**config.mk**
```make
export PLATFORM = sky130hd
export DESIGN_NAME = rf_wb_scheduler_flat
export DESIGN_NICKNAME = d
export VERILOG_FILES = /design/src/rtl/rf_wb_if.sv /design/src/rtl/rf_wb_scheduler.sv /design/src/flat_wrapper.sv
export SDC_FILE = /design/constraint.sdc
export NUM_CORES = 1
export LEC_CHECK = 0
export ABC_AREA = 1
export CAP_MARGIN = 25
export CORE_MARGIN = 8
export CORE_UTILIZATION = 55
export DETAILED_ROUTE_END_ITERATION = 8
export PLACE_DENSITY = 0.83
export SLEW_MARGIN = 15
export SYNTH_ARGS = -nofsm -noshare
export SYNTH_HDL_FRONTEND = slang
export SYNTH_SLANG_ARGS = --single-unit
```
**constraint.sdc**
```tcl
create_clock -name clk -period 4.5 [get_ports clk]
set_clock_uncertainty 0.1 [all_clocks]
set_input_delay 0.9 -clock clk [delete_from_list [all_inputs] [get_ports clk]]
set_output_delay 0.9 -clock clk [all_outputs]
set_load 0.005 [all_outputs]
```
**src/rtl/rf_wb_if.sv**
```systemverilog
// rf_wb_if: issue, pipeline writeback, LLU result and register-file write signals of the writeback scheduler
interface rf_wb_if;
    logic        iss_valid_i;
    logic [4:0]  iss_rs1_i;
    logic [4:0]  iss_rs2_i;
    logic        iss_rs1_used_i;
    logic        iss_rs2_used_i;
    logic [4:0]  iss_rd_i;
    logic        iss_long_i;
    logic        iss_stall_o;
    logic        pwb_valid_i;
    logic [4:0]  pwb_addr_i;
    logic [31:0] pwb_data_i;
    logic        llu_valid_i;
    logic        llu_ready_o;
    logic [4:0]  llu_addr_i;
    logic [31:0] llu_data_i;
    logic        rf_wr_en_o;
    logic [4:0]  rf_wr_addr_o;
    logic [31:0] rf_wr_data_o;
    logic [31:0] busy_o;

    modport slave (
        input  iss_valid_i, iss_rs1_i, iss_rs2_i, iss_rs1_used_i, iss_rs2_used_i, iss_rd_i, iss_long_i,
        input  pwb_valid_i, pwb_addr_i, pwb_data_i, llu_valid_i, llu_addr_i, llu_data_i,
        output iss_stall_o, llu_ready_o, rf_wr_en_o, rf_wr_addr_o, rf_wr_data_o, busy_o
    );

    modport master (
        output iss_valid_i, iss_rs1_i, iss_rs2_i, iss_rs1_used_i, iss_rs2_used_i, iss_rd_i, iss_long_i,
        output pwb_valid_i, pwb_addr_i, pwb_data_i, llu_valid_i, llu_addr_i, llu_data_i,
        input  iss_stall_o, llu_ready_o, rf_wr_en_o, rf_wr_addr_o, rf_wr_data_o, busy_o
    );
endinterface

```
**src/rtl/rf_wb_scheduler.sv**
```systemverilog
// rf_wb_scheduler: shares the RF write port between pipeline writeback and buffered LLU results, and stalls issue on hazards
module rf_wb_scheduler #(
    parameter int FIFO_DEPTH      = 2,
    parameter int MAX_OUTSTANDING = 4,
    parameter int STARVE_LIMIT    = 8
) (
    input logic   clk,
    input logic   rst_n,
    rf_wb_if.slave bus
);
    localparam int AW = $clog2(FIFO_DEPTH);
    localparam int CW = $clog2(FIFO_DEPTH + 1);
    localparam int OW = $clog2(MAX_OUTSTANDING + 1);
    localparam int SW = $clog2(STARVE_LIMIT + 1);
    localparam logic [CW-1:0] FULL    = CW'(FIFO_DEPTH);
    localparam logic [OW-1:0] MAX_OUT = OW'(MAX_OUTSTANDING);
    localparam logic [SW-1:0] SAT     = SW'(STARVE_LIMIT);

    logic [4:0]    fifo_addr [FIFO_DEPTH];
    logic [31:0]   fifo_data [FIFO_DEPTH];
    logic [AW-1:0] rd_ptr, wr_ptr;
    logic [CW-1:0] count;
    logic [OW-1:0] outstanding;
    logic [SW-1:0] starve;
    logic [31:0]   busy;
    logic [4:0]    last_addr, head_addr;
    logic [31:0]   last_data, head_data;
    logic          empty, push, pop, accept_long;

    assign empty          = count == '0;
    assign bus.llu_ready_o = count != FULL;
    assign push           = bus.llu_valid_i && bus.llu_ready_o;
    assign pop            = !bus.pwb_valid_i && !empty;
    assign head_addr      = fifo_addr[rd_ptr];
    assign head_data      = fifo_data[rd_ptr];
    assign bus.busy_o     = busy;

    assign bus.iss_stall_o = bus.iss_valid_i && (
        (bus.iss_rs1_used_i && busy[bus.iss_rs1_i]) ||
        (bus.iss_rs2_used_i && busy[bus.iss_rs2_i]) ||
        busy[bus.iss_rd_i] ||
        (bus.iss_long_i && outstanding == MAX_OUT) ||
        starve >= SAT);
    assign accept_long = bus.iss_valid_i && !bus.iss_stall_o && bus.iss_long_i;

    // Idle cycles keep presenting the last written address/data
    assign bus.rf_wr_en_o   = bus.pwb_valid_i ? bus.pwb_addr_i != '0 : pop && head_addr != '0;
    assign bus.rf_wr_addr_o = bus.pwb_valid_i ? bus.pwb_addr_i : pop ? head_addr : last_addr;
    assign bus.rf_wr_data_o = bus.pwb_valid_i ? bus.pwb_data_i : pop ? head_data : last_data;

    always_ff @(posedge clk) begin
        if (push) begin
            fifo_addr[wr_ptr] <= bus.llu_addr_i;
            fifo_data[wr_ptr] <= bus.llu_data_i;
        end
    end

    always_ff @(posedge clk or negedge rst_n) begin
        if (!rst_n) begin
            rd_ptr      <= '0;
            wr_ptr      <= '0;
            count       <= '0;
            outstanding <= '0;
            starve      <= '0;
            busy        <= '0;
            last_addr   <= '0;
            last_data   <= '0;
        end else begin
            if (push) wr_ptr <= wr_ptr + AW'(1);
            if (pop) rd_ptr <= rd_ptr + AW'(1);
            count       <= count + CW'(push) - CW'(pop);
            outstanding <= outstanding + OW'(accept_long) - OW'(pop);
            starve      <= pop ? '0 : (!empty && bus.pwb_valid_i && starve != SAT) ? starve + SW'(1) : starve;
            // Set is applied after clear so it wins on a same-address collision
            busy <= ((busy & ~({31'b0, pop} << head_addr)) |
                     ({31'b0, accept_long && bus.iss_rd_i != '0} << bus.iss_rd_i)) & 32'hFFFF_FFFE;
            if (bus.pwb_valid_i || pop) begin
                last_addr <= bus.rf_wr_addr_o;
                last_data <= bus.rf_wr_data_o;
            end
        end
    end
endmodule

```
**src/flat_wrapper.sv**
```systemverilog
// flat-port wrapper written by rule: the top's interface ports become plain ports
module rf_wb_scheduler_flat 
#(
    parameter int FIFO_DEPTH      = 2,
    parameter int MAX_OUTSTANDING = 4,
    parameter int STARVE_LIMIT    = 8
)
  (clk, rst_n, bus_iss_valid_i, bus_iss_rs1_i, bus_iss_rs2_i, bus_iss_rs1_used_i, bus_iss_rs2_used_i, bus_iss_rd_i, bus_iss_long_i, bus_pwb_valid_i, bus_pwb_addr_i, bus_pwb_data_i, bus_llu_valid_i, bus_llu_addr_i, bus_llu_data_i, bus_iss_stall_o, bus_llu_ready_o, bus_rf_wr_en_o, bus_rf_wr_addr_o, bus_rf_wr_data_o, bus_busy_o);
  rf_wb_if bus_i ();
  input logic clk;
  input logic rst_n;
  input wire logic [$bits(bus_i.iss_valid_i)-1:0] bus_iss_valid_i;
  input wire logic [$bits(bus_i.iss_rs1_i)-1:0] bus_iss_rs1_i;
  input wire logic [$bits(bus_i.iss_rs2_i)-1:0] bus_iss_rs2_i;
  input wire logic [$bits(bus_i.iss_rs1_used_i)-1:0] bus_iss_rs1_used_i;
  input wire logic [$bits(bus_i.iss_rs2_used_i)-1:0] bus_iss_rs2_used_i;
  input wire logic [$bits(bus_i.iss_rd_i)-1:0] bus_iss_rd_i;
  input wire logic [$bits(bus_i.iss_long_i)-1:0] bus_iss_long_i;
  input wire logic [$bits(bus_i.pwb_valid_i)-1:0] bus_pwb_valid_i;
  input wire logic [$bits(bus_i.pwb_addr_i)-1:0] bus_pwb_addr_i;
  input wire logic [$bits(bus_i.pwb_data_i)-1:0] bus_pwb_data_i;
  input wire logic [$bits(bus_i.llu_valid_i)-1:0] bus_llu_valid_i;
  input wire logic [$bits(bus_i.llu_addr_i)-1:0] bus_llu_addr_i;
  input wire logic [$bits(bus_i.llu_data_i)-1:0] bus_llu_data_i;
  output wire logic [$bits(bus_i.iss_stall_o)-1:0] bus_iss_stall_o;
  output wire logic [$bits(bus_i.llu_ready_o)-1:0] bus_llu_ready_o;
  output wire logic [$bits(bus_i.rf_wr_en_o)-1:0] bus_rf_wr_en_o;
  output wire logic [$bits(bus_i.rf_wr_addr_o)-1:0] bus_rf_wr_addr_o;
  output wire logic [$bits(bus_i.rf_wr_data_o)-1:0] bus_rf_wr_data_o;
  output wire logic [$bits(bus_i.busy_o)-1:0] bus_busy_o;
  assign bus_i.iss_valid_i = bus_iss_valid_i;
  assign bus_i.iss_rs1_i = bus_iss_rs1_i;
  assign bus_i.iss_rs2_i = bus_iss_rs2_i;
  assign bus_i.iss_rs1_used_i = bus_iss_rs1_used_i;
  assign bus_i.iss_rs2_used_i = bus_iss_rs2_used_i;
  assign bus_i.iss_rd_i = bus_iss_rd_i;
  assign bus_i.iss_long_i = bus_iss_long_i;
  assign bus_i.pwb_valid_i = bus_pwb_valid_i;
  assign bus_i.pwb_addr_i = bus_pwb_addr_i;
  assign bus_i.pwb_data_i = bus_pwb_data_i;
  assign bus_i.llu_valid_i = bus_llu_valid_i;
  assign bus_i.llu_addr_i = bus_llu_addr_i;
  assign bus_i.llu_data_i = bus_llu_data_i;
  assign bus_iss_stall_o = bus_i.iss_stall_o;
  assign bus_llu_ready_o = bus_i.llu_ready_o;
  assign bus_rf_wr_en_o = bus_i.rf_wr_en_o;
  assign bus_rf_wr_addr_o = bus_i.rf_wr_addr_o;
  assign bus_rf_wr_data_o = bus_i.rf_wr_data_o;
  assign bus_busy_o = bus_i.busy_o;
  rf_wb_scheduler #(.FIFO_DEPTH(FIFO_DEPTH), .MAX_OUTSTANDING(MAX_OUTSTANDING), .STARVE_LIMIT(STARVE_LIMIT)) u_core (.clk(clk), .rst_n(rst_n), .bus(bus_i));
endmodule
```
# ---- Word level (Yosys, flattened, before mapping)
# Memory sizes are Yosys's and may differ from the RTL's.
# Cells that the tools add are included.
dict set report totals {
  register_bits 79
  ramBits 74
  inputBits 97
  out_inout_bits 72
  wordCells 69
  mem_count 2
}
# memory words width rd rd_ports_with_merged_regs wr line_no
set memory_table {}
lappend memory_table {u_core.fifo_data 2 32 1 0 1 rf_wb_scheduler.sv:20} ;# logic [31:0] fifo_data [FIFO_DEPTH];
lappend memory_table {u_core.fifo_addr 2 5 1 0 1 rf_wb_scheduler.sv:19} ;# logic [4:0] fifo_addr [FIFO_DEPTH];
dict set report classes {
  n_addsub 7
  order_cmp 4
  eq_ne 3
  shifts 2
  muxes 15
  bitwise_logic 3
  reduce_logical 25
}
# cell n
set ops {}
lappend ops {{$mux W32} 2}
lappend ops {{$shl A1 B5 Y32} 2}
lappend ops {{$and A32 B32 Y32} 1}
lappend ops {{$not A32 Y32} 1}
lappend ops {{$or A32 B32 Y32} 1}
lappend ops {{$lt A5 B6 Y1 const B} 3}
lappend ops {{$bmux W1 S5} 3}
lappend ops {{$reduce_bool A5 Y1} 3}
lappend ops {{$logic_and A1 B1 Y1} 12}
lappend ops {{$mux W5} 2}
lappend ops {{$mux W4} 2}
lappend ops {{$mux W1} 6}
lappend ops {{$logic_or A1 B1 Y1} 5}
lappend ops {{$add A4 B1 Y4 const B} 1}
lappend ops {{$ge A4 B4 Y1 const B} 1}
lappend ops {{$ne A4 B4 Y1 const B} 1}
lappend ops {{$add A3 B1 Y3} 1}
lappend ops {{$eq A3 B3 Y1 const B} 1}
lappend ops {{$logic_not A1 Y1} 3}
lappend ops {{$sub A3 B1 Y3} 1}
lappend ops {{$add A1 B1 Y1 const B} 2}
lappend ops {{$add A2 B1 Y2} 1}
lappend ops {{$logic_not A2 Y1} 1}
lappend ops {{$ne A2 B2 Y1 const B} 1}
lappend ops {{2 further kinds} 2}

# ---- Logic depth before layout (Yosys ltp)
# Gate-level depths: netlist of run 1.
dict set report logic_depth {
  word_depth 14
  depth_mapped 16
  ltp_nobuf 15
}

# ---- Worst setup path before layout of run 1
# Ideal clock, no wire load.
dict set report synth_path {
  kind {input-to-reg}
  start {input bus_llu_valid_i}
  end {memory u_core.fifo_addr[1][0] (enable)}
  arrival_ps 2569
  slack_ps 1399
  path_stages 2
  path_cell_list {nand2_1 nor2_1}
}
dict set report synth_between {
  elab_chain_len 3
}
# item line_no
set synth_rtl {}
lappend synth_rtl {{from (decl)} flat_wrapper.sv:22} ;# input wire logic [$bits(bus_i.llu_valid_i)-1:0] bus_llu_valid_i;
lappend synth_rtl {{$logic_and A1 B1 Y1} rf_wb_scheduler.sv:32} ;# assign push = bus.llu_valid_i && bus.llu_ready_o;
lappend synth_rtl {{$mux W1} rf_wb_scheduler.sv:52} ;# if (push) begin
lappend synth_rtl {{$mux W1 (not written as such)} rf_wb_scheduler.sv:53} ;# fifo_addr[wr_ptr] <= bus.llu_addr_i;
lappend synth_rtl {{to (decl)} rf_wb_scheduler.sv:19}
# Every way passes these cells.

# ---- Final worst setup path of run 1
dict set report layout_path {
  start {input bus_iss_rd_i[0]}
  end {output bus_iss_stall_o}
}
dict set report layout_between {
  elab_chain_len 6
}
# item line_no
set layout_rtl {}
lappend layout_rtl {{from (decl)} flat_wrapper.sv:17} ;# input wire logic [$bits(bus_i.iss_rd_i)-1:0] bus_iss_rd_i;
lappend layout_rtl {{$bmux W1 S5} rf_wb_scheduler.sv:41} ;# busy[bus.iss_rd_i] ||
lappend layout_rtl {{$mux W1 (not written as such)} rf_wb_scheduler.sv:41}
lappend layout_rtl {{$logic_or A1 B1 Y1} rf_wb_scheduler.sv:40} ;# (bus.iss_rs2_used_i && busy[bus.iss_rs2_i]) ||
lappend layout_rtl {{$logic_or A1 B1 Y1} rf_wb_scheduler.sv:41}
lappend layout_rtl {{$logic_or A1 B1 Y1} rf_wb_scheduler.sv:42} ;# (bus.iss_long_i && outstanding == MAX_OUT) ||
lappend layout_rtl {{$logic_and A1 B1 Y1} rf_wb_scheduler.sv:38} ;# assign bus.iss_stall_o = bus.iss_valid_i && (
lappend layout_rtl {{to (decl)} flat_wrapper.sv:25} ;# output wire logic [$bits(bus_i.iss_stall_o)-1:0] bus_iss_stall_o;
# Every way passes these cells. The select of a mux whose other input is x is not followed.

==> results by group, run 1 <==
Status
  – Status: finished, final reports clean

Job
  – MaxCap Viol Count: 0

Floorplanning
  – Ports: about 170
  – Initial core utilization: 0.558
  – Die Span Y: roughly 130 um
  – # rows: 43
  – Total core area: between 0.01 and 0.015 mm2
  – DIE AREA: about 0.018 mm2
  – Die Wd: 134 um

Critical path
  – Worst setup path end: bus_iss_stall_o
  – Crit-path max FO: 23
  – Critical path arrival: between 3 and 4 ns
  – Cell family with most CP delay: buffers and inverters
  – CP Buf/Inv Count: 3
  – R2R depth: 8
  – CP Launch Point: bus_iss_rd_i[0]
  – Reg-to-reg endpoint: u_core.bus.busy_o[25]$_DFF_PN0_
  – RR Startpoint: u_core.rd_ptr$_DFFE_PN0P_
  – Reg2Reg Setup Slack: ~1.7 ns
  – Crit path depth: 13
  – Max incr delay on CP: around 0.60 ns
  – Crit path required time: 3.50 ns
  – Crit path top cell by count: nand2_1
  – CP Class: in -> out
  – CP Cell Sequence: clkdlybuf4s50_1, buf_4, nand2_1, nand2_1, nand2_1, nand3_1, nand3_1, nand2_1, nand2_1, nand3_2, nor2_4, nor2_1, clkdlybuf4s50_1
  – Critical Path End Type: output port
  – CP startpoint kind: primary input
  – Cell with the largest stage delay on the worst path: clkdlybuf4s50_1

Logic synthesis
  – Mapped Nets: between 900 and 1000
  – Syn Std Cell Area: approximately 0.0077 mm2
  – Sequential cell area fraction in the yosys report: 0.546
  – Async SR Flop Fraction: 0.516
  – Dominant register cell in the synthesized netlist: dfrtp_1
  – Post-synth EDFFs: 74
  – Yosys warns: 0
  – Top-area cell type share of the netlist area: 0.289
  – Synth area leaders: edfxtp_1 (29%), dfrtp_1 (26%), nand2_1 (9.9%)
  – Syn Area/Cell: 9.48 um2
  – Seq cells post-synth: 153
  – Area leader, netlist: edfxtp_1
  – Gate Count Post-Synth: slightly above 800
  – Synth cell count leaders: nand2_1 (202), nand3_1 (99), dfrtp_1 (79)
  – Distinct cells, synth: 38
  – Top-count cell post-synth: nand2_1

STA
  – Final worst setup slack: a little under 0.4 ns
  – Setup violators final: 0
  – Tcrit/Tclk final: 0.914
  – Worst slew pin tran: 0.742 ns
  – Final hold vios: 0
  – Fin. max-slew vios: 0
  – Crit path time final: just over 4 ns
  – Worst rel slew slack: 0.504
  – FMAX: ~240 MHz
  – Hold Slack: 0.363 ns
  – Setup TNS: 0 ns
  – Unrepaired setup endpoints after global routing: false

CTS
  – Cts repair resizes: 0
  – CTS Buf Count: 17
  – Largest buffer count on any clock path: 2
  – CTS Root Cell: clkbuf_16
  – CTS Hold Bufs: 0
  – CTS tree: yes
  – Later-pin clock latency in the skew report: about 0.42 ns
  – H-tree depth: 4
  – Clock transition at path regs: approximately 0.060 ns
  – Setup Buffers After CTS: 0
  – # clock sinks: 153

Global route
  – Largest net degree at the start of global routing: 80
  – Initial antenna violation count: 0
  – Vias in the first global route: between 6000 and 7000
  – Global route overflow: 0
  – Global-route wire length before repair: 36200 um
  – Global Route Usage Sum: 0.254

Drt
  – Via count: just under 7000
  – Initial DRC Count: just over 700
  – Post-DRT Antenna Nets: 0
  – DR WL/cell: between 15 and 20 um
  – Drt drc: 0
  – Routed wire length: 22800 um
  – Via/cell ratio: just under 6
  – DR pass1 iterations: 5

Placed design
  – Pre-CTS WS: about 0.45 ns
  – Port bufs: around 170
  – Post-placement cell count: between 1000 and 1500
  – Detail Placement HPWL: roughly 16000 um
  – Final Wtd Congestion: slightly above 0.9

Pwr
  – Lkg Pwr: ~4.3 nW
  – Total power per unit cell area: roughly 570 mW/mm2
  – Maximum VDD drop: just under 0.4 mV

Cells and area
  – Share of cells above drive strength 1: 0.0749
  – Post-synthesis to final-layout area growth: 33.0%
  – Number of fill cells: around 970
  – Final layout net count: 1079
  – ANT cells: 0
  – Non-Filler Instances: between 1000 and 1500

Worst hold path
  – Hold Crit Class: in -> async
==> power breakdown <==
group / internal (mW) / switching, mW
clock network: 1.04 / 0.568
logic: 0.916 / 1.16
registers: 1.90 / 0.239
total: 3.86 / 1.96
==> kinds of logic (layout without fill, tap and decap cells) <==
kind of cell	Yosys count	after routing	share of synthesized area
other cells	1	1	0.000488
xor+xnor	5	5	0.00570
fa+ha+maj	7	7	0.0124
simple gates	352	352	0.202
compound gates	140	140	0.122
buf+inv	122	299	0.0710
flops	153	153	0.546
mux	31	31	0.0404
==> state kept, by name, indices dropped and copies added, names as in the netlist <==
name                count
u_core.count            2
u_core.fifo_addr       10
u_core.last_addr        5
u_core.rd_ptr           1
u_core.starve           4
u_core.bus.busy_o      31
u_core.last_data       32
u_core.fifo_data       64
u_core.wr_ptr           1
u_core.outstanding      3
==> worst min-delay path by stage <==
stage                                     startpoint                                to  depth (start not counted)
floorplan            u_core.last_addr[3]$_DFFE_PN0P_   u_core.last_addr[3]$_DFFE_PN0P_                          2
global placement     u_core.last_addr[3]$_DFFE_PN0P_   u_core.last_addr[3]$_DFFE_PN0P_                          2
detailed placement  u_core.last_data[24]$_DFFE_PN0P_  u_core.last_data[24]$_DFFE_PN0P_                          2
CTS                  u_core.last_data[8]$_DFFE_PN0P_   u_core.last_data[8]$_DFFE_PN0P_                          2
global route                                   rst_n   u_core.outstanding[1]$_DFF_PN0_                          1
finish                                         rst_n      u_core.starve[3]$_DFFE_PN0P_                          1
==> cell type report <==
cell class	instances	area, um2	share of cell area
Sequential cell	153	4200	0.411
Clock buffer	18	429	0.0420
Tap cell	180	225	0.0220
Timing Repair Buffer	189	1870	0.183
Inverter	78	295	0.0289
Multi-Input combinational cell	536	2960	0.289
Clock inverter	14	243	0.0237
==> metal layers <==
metal  track usage  vias up  wire length (um)
met5             0        -                 0
met4         0.110        0               738
met3        0.0823       62              2230
met2         0.422      363             11100
met1         0.296     3235              8700
li1              -     3156                 -
==> stage by stage <==
| step | area [um2] | total power, mW | util |
|---|---|---|---|
| 2_1_floorplan | 7690 | 3.20 | - |
| 3_3_place_gp | 9530 | 4.15 | 0.692 |
| 3_5_place_dp | 9530 | 4.20 | 0.692 |
| 4_1_cts | 10200 | 5.83 | 0.741 |
| 5_1_grt | 10200 | 6.12 | 0.742 |
| 6_report | 10200 | 5.83 | 0.742 |
==> placed cells by master, fill, tap and decap left out, drive strengths merged, types with 3 or more instances in the layout <==
| master | netlist | layout |
|---|---|---|
| nand3 | 101 | 101 |
| inv | 72 | 75 |
| mux2i | 31 | 31 |
| clkbuf | 20 | 18 |
| nand2 | 203 | 203 |
| a221o | 4 | 4 |
| bufinv | 0 | 6 |
| dfrtp | 79 | 79 |
| nor3 | 4 | 4 |
| nor2 | 27 | 27 |
| ha | 6 | 6 |
| o21ai | 52 | 52 |
| clkinvlp | 0 | 3 |
| clkdlybuf4s50 | 0 | 166 |
| clkinv | 6 | 8 |
| buf | 24 | 23 |
| xnor2 | 3 | 3 |
| edfxtp | 74 | 74 |
| nand4 | 16 | 16 |
| o211ai | 78 | 78 |
No activity file was read; power rests on OpenSTA's default activity.
==> run 2, diff against run 1 <==
TNS_END_PERCENT = 100   (was unset)
==> results of run 2 <==
No change in the layout: final DEF, timing and power equal those of run 1.
==> run 3, diff against run 2 <==
PLACE_DENSITY = 0.95   (was 0.83)
==> run 3 against run 2 <==
Effect of this change: the run now ends with DRC left; core utilization fell by 0.54 points; total power fell by 2.2%; combinational power rose by 3%; non-clock buffer count did not move; design area fell by 0.73%; via count rose by 4.0%; clock power fell by 12%; critical path depth did not move; sequential power barely moved; routed wire length rose by 9.1%.
==> results by group, run 3 (synthesis results as in run 1) <==
Status
  – Status: complete, but fails checks
  – Failing checks: DRC

Floorplanning
  – Die Span Y: 134 um (unchanged)
  – Die Wd: 134 um (unchanged)
  – DIE AREA: 0.0180 mm2 (unchanged)
  – Initial core utilization: 0.558 (unchanged)
  – Total core area: 0.0138 mm2 (unchanged)
  – # rows: 43 (unchanged)
  – Ports: 169 (unchanged)

Cells and area
  – Max FFs per register: 64 (unchanged)
  – Most common cell after layout, fill and taps aside: nand2_1
  – Post-synthesis to final-layout area growth: 32.0%
  – Share of cells above drive strength 1: 0.0759 (+0.00101)
  – Final layout net count: 1079 (unchanged)
  – ANT cells: 0 (unchanged)
  – Register bank with the most flops: u_core.fifo_data
  – Non-Filler Instances: 1168 (unchanged)
  – Finished Cell Area: 0.0101 mm2 (-0.73%)
  – Most frequent cells in the layout: nand2_1 (202), clkdlybuf4s50_1 (166), nand3_1 (99)

CTS
  – Largest buffer count on any clock path: 2 (unchanged)
  – CTS Hold Bufs: 0 (unchanged)
  – Cts repair resizes: 0 (unchanged)
  – Clock transition at path regs: 0.08 ns (+0.02 ns)
  – CTS Buf Count: 17 (unchanged)
  – # clock sinks: 153 (unchanged)
  – CTS Root Cell: clkbuf_16
  – Setup Buffers After CTS: 0 (unchanged)
  – H-tree depth: 4 (unchanged)
  – Later-pin clock latency in the skew report: 0.44 ns (+0.02 ns)
  – CTS tree: yes

Placed design
  – Post-placement cell area: 0.00954 mm2 (+0.13%)
  – Port bufs: 167 (unchanged)
  – Pre-CTS WS: 0.448 ns (-0.000625 ns)
  – Final Wtd Congestion: 0.990 (+5.9%)
  – Detail Placement HPWL: 17000 um (+4.0%)
  – Post-placement cell count: 1135 (unchanged)

Critical path
  – CP startpoint kind: primary input
  – R2R depth: 10 (+2)
  – Reg-to-reg endpoint: u_core.bus.busy_o[8]$_DFF_PN0_
  – Crit-path max FO: 11 (-52%)
  – Reg2Reg Setup Slack: 1.77 ns (+0.03 ns)
  – RR Startpoint: u_core.rd_ptr$_DFFE_PN0P_
  – CP Class: in -> out
  – Crit path required time: 3.50 ns (about the same)
  – Critical path arrival: 3.07 ns (-0.04 ns)
  – Critical Path End Type: output port

Global route
  – Vias in the first global route: 7088 (+2.7%)
  – Largest net degree at the start of global routing: 80 (unchanged)
  – Global Route Usage Sum: 0.278 (+0.0235)
  – Initial antenna violation count: 1 (+1)
  – Global-route wire length before repair: 38800 um (+7.4%)
  – Global route overflow: 0 (unchanged)

Drt
  – Post-DRT Antenna Nets: 0 (unchanged)
  – Routed wire length: 24900 um (+9.1%)
  – Drt drc: 1 (+1)
  – Via/cell ratio: 6.07 (+4.0%)
  – Initial DRC Count: 816 (+15%)
  – Via count: 7087 (+4.0%)
  – DR WL/cell: 21.3 um (+9.1%)
  – DR pass1 iterations: 9 (+4)

Worst hold path
  – Hold Crit Class: in -> async

STA
  – Setup violators final: 0 (unchanged)
  – Hold Slack: 0.259 ns (-0.103 ns)
  – FMAX: 246 MHz (+1.1%)
  – Tcrit/Tclk final: 0.904 (-0.00989)
  – Worst rel slew slack: 0.399 (-0.105)
  – Unrepaired setup endpoints after global routing: false
  – Final worst setup slack: 0.432 ns (+0.0445 ns)
  – Worst slew pin tran: 0.896 ns (+0.154 ns)
  – Final hold vios: 0 (unchanged)
  – Crit path time final: 4.07 ns (-0.0445 ns)
  – Fin. max-slew vios: 0 (unchanged)
  – Setup TNS: 0 ns (unchanged)

Pwr
  – Maximum VDD drop: 0.434 mV (+12%)
  – Lkg Pwr: 4.23 nW (-0.63%)
  – Total power per unit cell area: 561 mW/mm2 (-1.5%)

Job
  – MaxCap Viol Count: 0 (unchanged)
run 3: cell count changes in the layout (fill, tap and decap cells not counted), sizes merged:
cell / delta
bufinv: -5
inv: +3
clkinvlp: -1
clkinv: +3
run 3: how the worst max path moves through the flow:
stage	slack (ns)	cells after the start	startpoint	endpoint
floorplan	1.40	2	bus_llu_valid_i	u_core.fifo_addr[1][0]$_DFFE_PP_
global placement	0.46	13	bus_iss_rd_i[0]	bus_iss_stall_o
detailed placement	0.45	13	bus_iss_rd_i[0]	bus_iss_stall_o
CTS	0.44	13	bus_iss_rd_i[0]	bus_iss_stall_o
global route	0.28	13	bus_iss_rd_i[0]	bus_iss_stall_o
finish	0.43	13	bus_iss_rd_i[0]	bus_iss_stall_o
run 3: routing by layer:
metal,global-route usage,share of wire
met3,0.0883,0.11
met4,0.132,0.042
met1,0.327,0.37
met2,0.453,0.48
met5,0,0.00052
run 3: metrics by stage:
step / utilization / power [mW]
final: 0.737 / 5.70
after global routing: 0.737 / 5.95
after CTS: 0.735 / 5.68
after detailed placement: 0.693 / 4.22
after global placement: 0.693 / 4.12
after floorplan: - / 3.20
run 3: worst max-delay path, cell delays in order:
cell	delay, ns
clkdlybuf4s50_1	0.70
buf_4	0.23
nand2_1	0.07
nand2_1	0.08
nand2_1	0.05
nand3_1	0.08
nand3_1	0.06
nand2_1	0.10
nand2_1	0.06
nand3_2	0.09
nor2_4	0.06
nor2_1	0.09
clkdlybuf4s50_1	0.50
run 3: layout make-up:
type / instances / area, um2
Inverter: 78 / 295
Fill cell: 932 / 3620
Sequential cell: 153 / 4200
Clock buffer: 18 / 439
Tap cell: 180 / 225
Clock inverter: 14 / 138
Timing Repair Buffer: 189 / 1890
Multi-Input combinational cell: 536 / 2960
run 3: report_power, final:
| part | internal, mW | switching, mW | total (mW) | leakage [nW] |
|---|---|---|---|---|
| registers | 1.90 | 0.258 | 2.16 | 1.68 |
| logic | 0.919 | 1.21 | 2.13 | 2.27 |
| clock network | 0.790 | 0.617 | 1.41 | 0.283 |
==> RTL change 1 (flow settings as in run 2) <==
`FIFO_DEPTH` is set to 2 in 2 places; all go to 4.
--- a/src/rtl/rf_wb_scheduler.sv
+++ b/src/rtl/rf_wb_scheduler.sv
@@ -1,6 +1,6 @@
 // rf_wb_scheduler: shares the RF write port between pipeline writeback and buffered LLU results, and stalls issue on hazards
 module rf_wb_scheduler #(
-    parameter int FIFO_DEPTH      = 2,
+    parameter int FIFO_DEPTH      = 4,
     parameter int MAX_OUTSTANDING = 4,
     parameter int STARVE_LIMIT    = 8
 ) (
--- a/src/flat_wrapper.sv
+++ b/src/flat_wrapper.sv
@@ -1,7 +1,7 @@
 // flat-port wrapper written by rule: the top's interface ports become plain ports
 module rf_wb_scheduler_flat 
 #(
-    parameter int FIFO_DEPTH      = 2,
+    parameter int FIFO_DEPTH      = 4,
     parameter int MAX_OUTSTANDING = 4,
     parameter int STARVE_LIMIT    = 8
 )
Behaviour: not the same (a bounded check fails within 4 cycles, from zero or initial values and one cycle with rst_n low).
==> RTL change 1 against run 2 <==
Utilization fell by 4.7 points. Sequential cell count grew 77. Via count grew 29%. Setup slack lost 0.13 ns. Synthesized area rose by 40%. Wire length increased by 31%. Sequential power rose by 46%. Power increased by 38%. Design area up 31%. Critical path type unchanged. Critical endpoint unchanged. Largest power group unchanged.
==> RTL change 1: results (changes against run 2) <==
Seq_cells = 230 (+50%)
Avg Inst Size Synth = 10.3 um2 (+8.8%)
Power per Cell Area = 600 nW/um2 (+5.3%)
Multi-input combinational area share = 0.271 (-0.0186)
Worst skew pair latency = 0.50 ns (+0.08 ns)
Leak = 5.39 nW (+26%)
Initial antenna violation count = 3 (+3)
Syn_nets = 1151 (+26%)
Clock-net power = 0.00199 W (+24%)
Maximum VDD drop = 446 uV (+15%)
Clock buf/inv share = 0.0589 (-0.00678)
Inverters = 83 (+6.4%)
Final Util = 0.695 (-0.0473)
Number of fill cells = 1373 (+41%)
Rel. slew slack = 0.446 (-0.0582)
Asr flop ratio synth = 0.357 (-0.160)
Register area share after synthesis = 0.604 (+0.0582)
R2r startpoint = u_core.rd_ptr[0]$_DFFE_PN0P_
Flop pwr share = 0.388 (+0.021)
#MultiIn Comb = 664 (+24%)
CP Max Fanout = 15 (-35%)
Non-CTS buffers = 193 (+2.1%)
RD Place Congestion = 0.948 (+1.4%)
Max incr delay on CP = 0.79 ns (+0.19 ns)
Share of layout cells above drive strength 1 = 0.0776 (+0.00272)
Met1 wire length = 11.7 mm (+34%)
Post-synth top flop = edfxtp_1
Met2 routed WL = 14.7 mm (+32%)
Vias in the first global route = 8589 (+24%)
Tmin final = 4.24 ns (+0.130 ns)
N_diodes = 1 (+1)
Worst r2r path cells = 9 (+1)
Grt met1 use = 0.304 (+0.00732)
Clock H-tree levels = 1 (-3)
Number of flops mapped to enable cells by yosys = 148 (+100%)
DP Wirelength = 19.8 mm (+21%)
Arr. time, crit path = 3.24 ns (+0.13 ns)
Commonest cells post-synth = nand2_1, edfxtp_1, nand3_1
Status = complete, no violations
Total Wirelength = 29.9 mm (+31%)
Iter 0 DRT Violations = 844 (+19%)
Final #Nets = 1304 (+21%)
Placed cells = 1435 (+26%)
First-pass GRT wire length = 46.6 mm (+29%)
Metal3 WL = 2.72 mm (+22%)
Vias/cell = 5.97 (+2.2%)
Total CTS buffers = 23 (+6)
Synth area leaders = edfxtp_1, dfrtp_1, nand2_1
-- RTL change 1: path summary, 6_finish.rpt --
kind                                                     to
max                                         bus_iss_stall_o
min                            u_core.starve[3]$_DFFE_PN0P_
max reg2reg                 u_core.bus.busy_o[16]$_DFF_PN0_
min reg2reg                u_core.last_data[26]$_DFFE_PN0P_
max in group asynchronous   u_core.last_addr[1]$_DFFE_PN0P_
min in group clk           u_core.last_data[26]$_DFFE_PN0P_
-- RTL change 1: cell families (layout without fill, tap and decap cells) --
family,Yosys count,in the layout,synth area share
and+or+nand+nor,427,427,0.175
DFF,230,230,0.604
AOI/OAI and AO/OA,217,217,0.139
buffers and inverters,148,317,0.0603
adders and majority gates,12,12,0.0154
xor gates and xnor gates,7,7,0.00571
other,1,2,0.000349
-- RTL change 1: stage by stage --
stage / total power [W] / hold WS, ns
floorplan: 0.00478 / 0.360
global placement: 0.00594 / 0.374
detailed placement: 0.00604 / 0.381
CTS: 0.00806 / 0.363
global route: 0.00847 / 0.398
finish: 0.00806 / 0.345
==> RTL change 2 (settings of run 2) <==
Without the edit above. Make the reset (`rst_n`) synchronous in one clocked block.
--- a/src/rtl/rf_wb_scheduler.sv
+++ b/src/rtl/rf_wb_scheduler.sv
@@ -55,7 +55,7 @@
         end
     end
 
-    always_ff @(posedge clk or negedge rst_n) begin
+    always_ff @(posedge clk) begin
         if (!rst_n) begin
             rd_ptr      <= '0;
             wr_ptr      <= '0;
Formal check against the unedited RTL: differs if rst_n is asserted again (counterexample within 4 cycles, from zero or initial values and one cycle with rst_n low); with rst_n held inactive, the same outputs for 4 cycles.
==> RTL change 2 against run 2 <==
Setup slack got worse by 0.16 ns. Utilization is 0.92 points higher. Register-to-register slack better by 0.38 ns. Synthesized cell count is 12% higher. Largest cell class unchanged. Sequential share of layout area down 2.7 points. Design area fell by 2.7%. First-iteration DRC count grew 14%. Sequential cell count up 1. Clock power shrank 2%. Wire length is 0.69% lower. Largest power group unchanged. Non-clock buffer count unchanged. Power down 23%. Synthesized area decreased by 2.8%.
==> RTL change 2: results (changes against run 2) <==
Leak = 4.10 nW (-3.7%)
Met1 wire length = 8.78 mm (+0.95%)
Asr flop ratio synth = 0 (-0.516)
Slew @ Worst Pin = 0.801 ns (+0.0585 ns)
Routing usage on met3 = 0.0889 (+0.00667)
Avg Inst Size Synth = 8.25 um2 (-13%)
DR WL/cell = 18.1 um (-7.5%)
Register area share after synthesis = 0.512 (-0.0343)
XOR/XNOR Fraction of Synth Area = 0.00352 (-0.00218)
Hold/Removal Path Class = flip-flop to flip-flop
Yosys cell types = 44 (+16%)
Maximum VDD drop = 422 uV (+8.7%)
Initial antenna violation count = 2 (+2)
Mux share of post-synthesis cell area = 0.00268 (-0.0377)
Grt met1 use = 0.293 (-0.00378)
Commonest cells post-synth = nand2_1, nand3_1, inv_1
Largest net degree at the start of global routing = 42 (-48%)
Post-synthesis compound-gate area fraction = 0.116 (-0.00582)
Max incr delay on CP = 0.87 ns (+0.27 ns)
Sw frac = 0.298 (-0.0396)
CP Max Fanout = 13 (-43%)
Total Wirelength = 22.7 mm (-0.69%)
Post-synth top flop = dfxtp_1
Number of fill cells = 948 (-2.5%)
Synth Area in Adders = 0.0127 (+0.000361)
RD Place Congestion = 0.902 (-3.5%)
Fin Hold WS = 0.359 ns (-0.00318 ns)
FF-to-FF setup slack = 2.12 ns (+0.38 ns)
R2r startpoint = u_core.bus.busy_o[16]$_SDFF_PN0_
Worst r2r path cells = 13 (+5)
Metal3 WL = 2.21 mm (-1.3%)
Area post-placement = 9300 um2 (-2.5%)
Tot GR Track Use = 0.257 (+0.00254)
Met2 routed WL = 11.0 mm (-0.94%)
Worst skew pair latency = 0.44 ns (+0.02 ns)
Iter 0 DRT Violations = 807 (+14%)
Critical R2R Capture = u_core.outstanding[2]$_SDFF_PN0_
First-pass GRT wire length = 36.1 mm (about the same)
WHS Path Cells = 1
Synth area leader = edfxtp_1
Synth area leaders = edfxtp_1, dfxtp_1, nand2_1
Status = complete, no violations
DP Wirelength = 15.9 mm (-2.5%)
Arr. time, crit path = 3.28 ns (+0.17 ns)
Syn_nets = 1009 (+10%)
Final #Nets = 1167 (+8.2%)
Grt met2 use = 0.423 (+0.00135)
Share of layout cells above drive strength 1 = 0.0790 (+0.00410)
Vias in the first global route = 6975 (+1.1%)
Vias/cell = 5.66 (-2.9%)
==> RTL change 2: area by class of cell <==
class	instances	area (um2)	share of cell area
Tap cell	176	220	0.0221
Antenna cell	2	5.00	0.000503
Inverter	108	413	0.0415
Clock buffer	19	433	0.0435
Timing Repair Buffer	189	1870	0.188
Multi-Input combinational cell	593	2970	0.299
Clock inverter	13	216	0.0218
Sequential cell	154	3820	0.384
==> RTL change 2: metrics by stage <==
step	utilization	setup WS, ns	power (W)
floorplan	-	1.40	0.00239
global placement	0.700	0.309	0.00287
detailed placement	0.702	0.270	0.00292
CTS	0.751	0.269	0.00449
global route	0.752	0.0978	0.00469
finish	0.752	0.224	0.00448
==> RTL change 2: kinds of logic (layout without fill, tap and decap cells) <==
| group | after synthesis | count (layout) |
|---|---|---|
| buffers and inverters | 158 | 329 |
| AOI/OAI and AO/OA | 145 | 145 |
| and+or+nand+nor | 435 | 435 |
| DFF | 154 | 154 |
| xor gates and xnor gates | 3 | 3 |
| muxes | 2 | 2 |
| other | 1 | 3 |
| adders and majority gates | 7 | 7 |
==> RTL change 2: power by group through the flow <==
stage | registers, W | clock network, W | logic [W]
finish | 0.00172 | 0.00157 | 0.00120
global route | 0.00174 | 0.00164 | 0.00132
CTS | 0.00172 | 0.00158 | 0.00120
detailed placement | 0.00175 | 0 | 0.00117
global placement | 0.00174 | 0 | 0.00113
floorplan | 0.00174 | 0 | 0.000657
==> RTL change 2: worst max-delay path by stage <==
stage	slack, ns	to	cells after the start
global placement	0.31	bus_iss_stall_o	12
global route	0.1	bus_iss_stall_o	12
floorplan	1.40	u_core.fifo_addr[1][0]$_DFFE_PP_	2
CTS	0.27	bus_iss_stall_o	12
detailed placement	0.27	bus_iss_stall_o	12
finish	0.22	bus_iss_stall_o	12
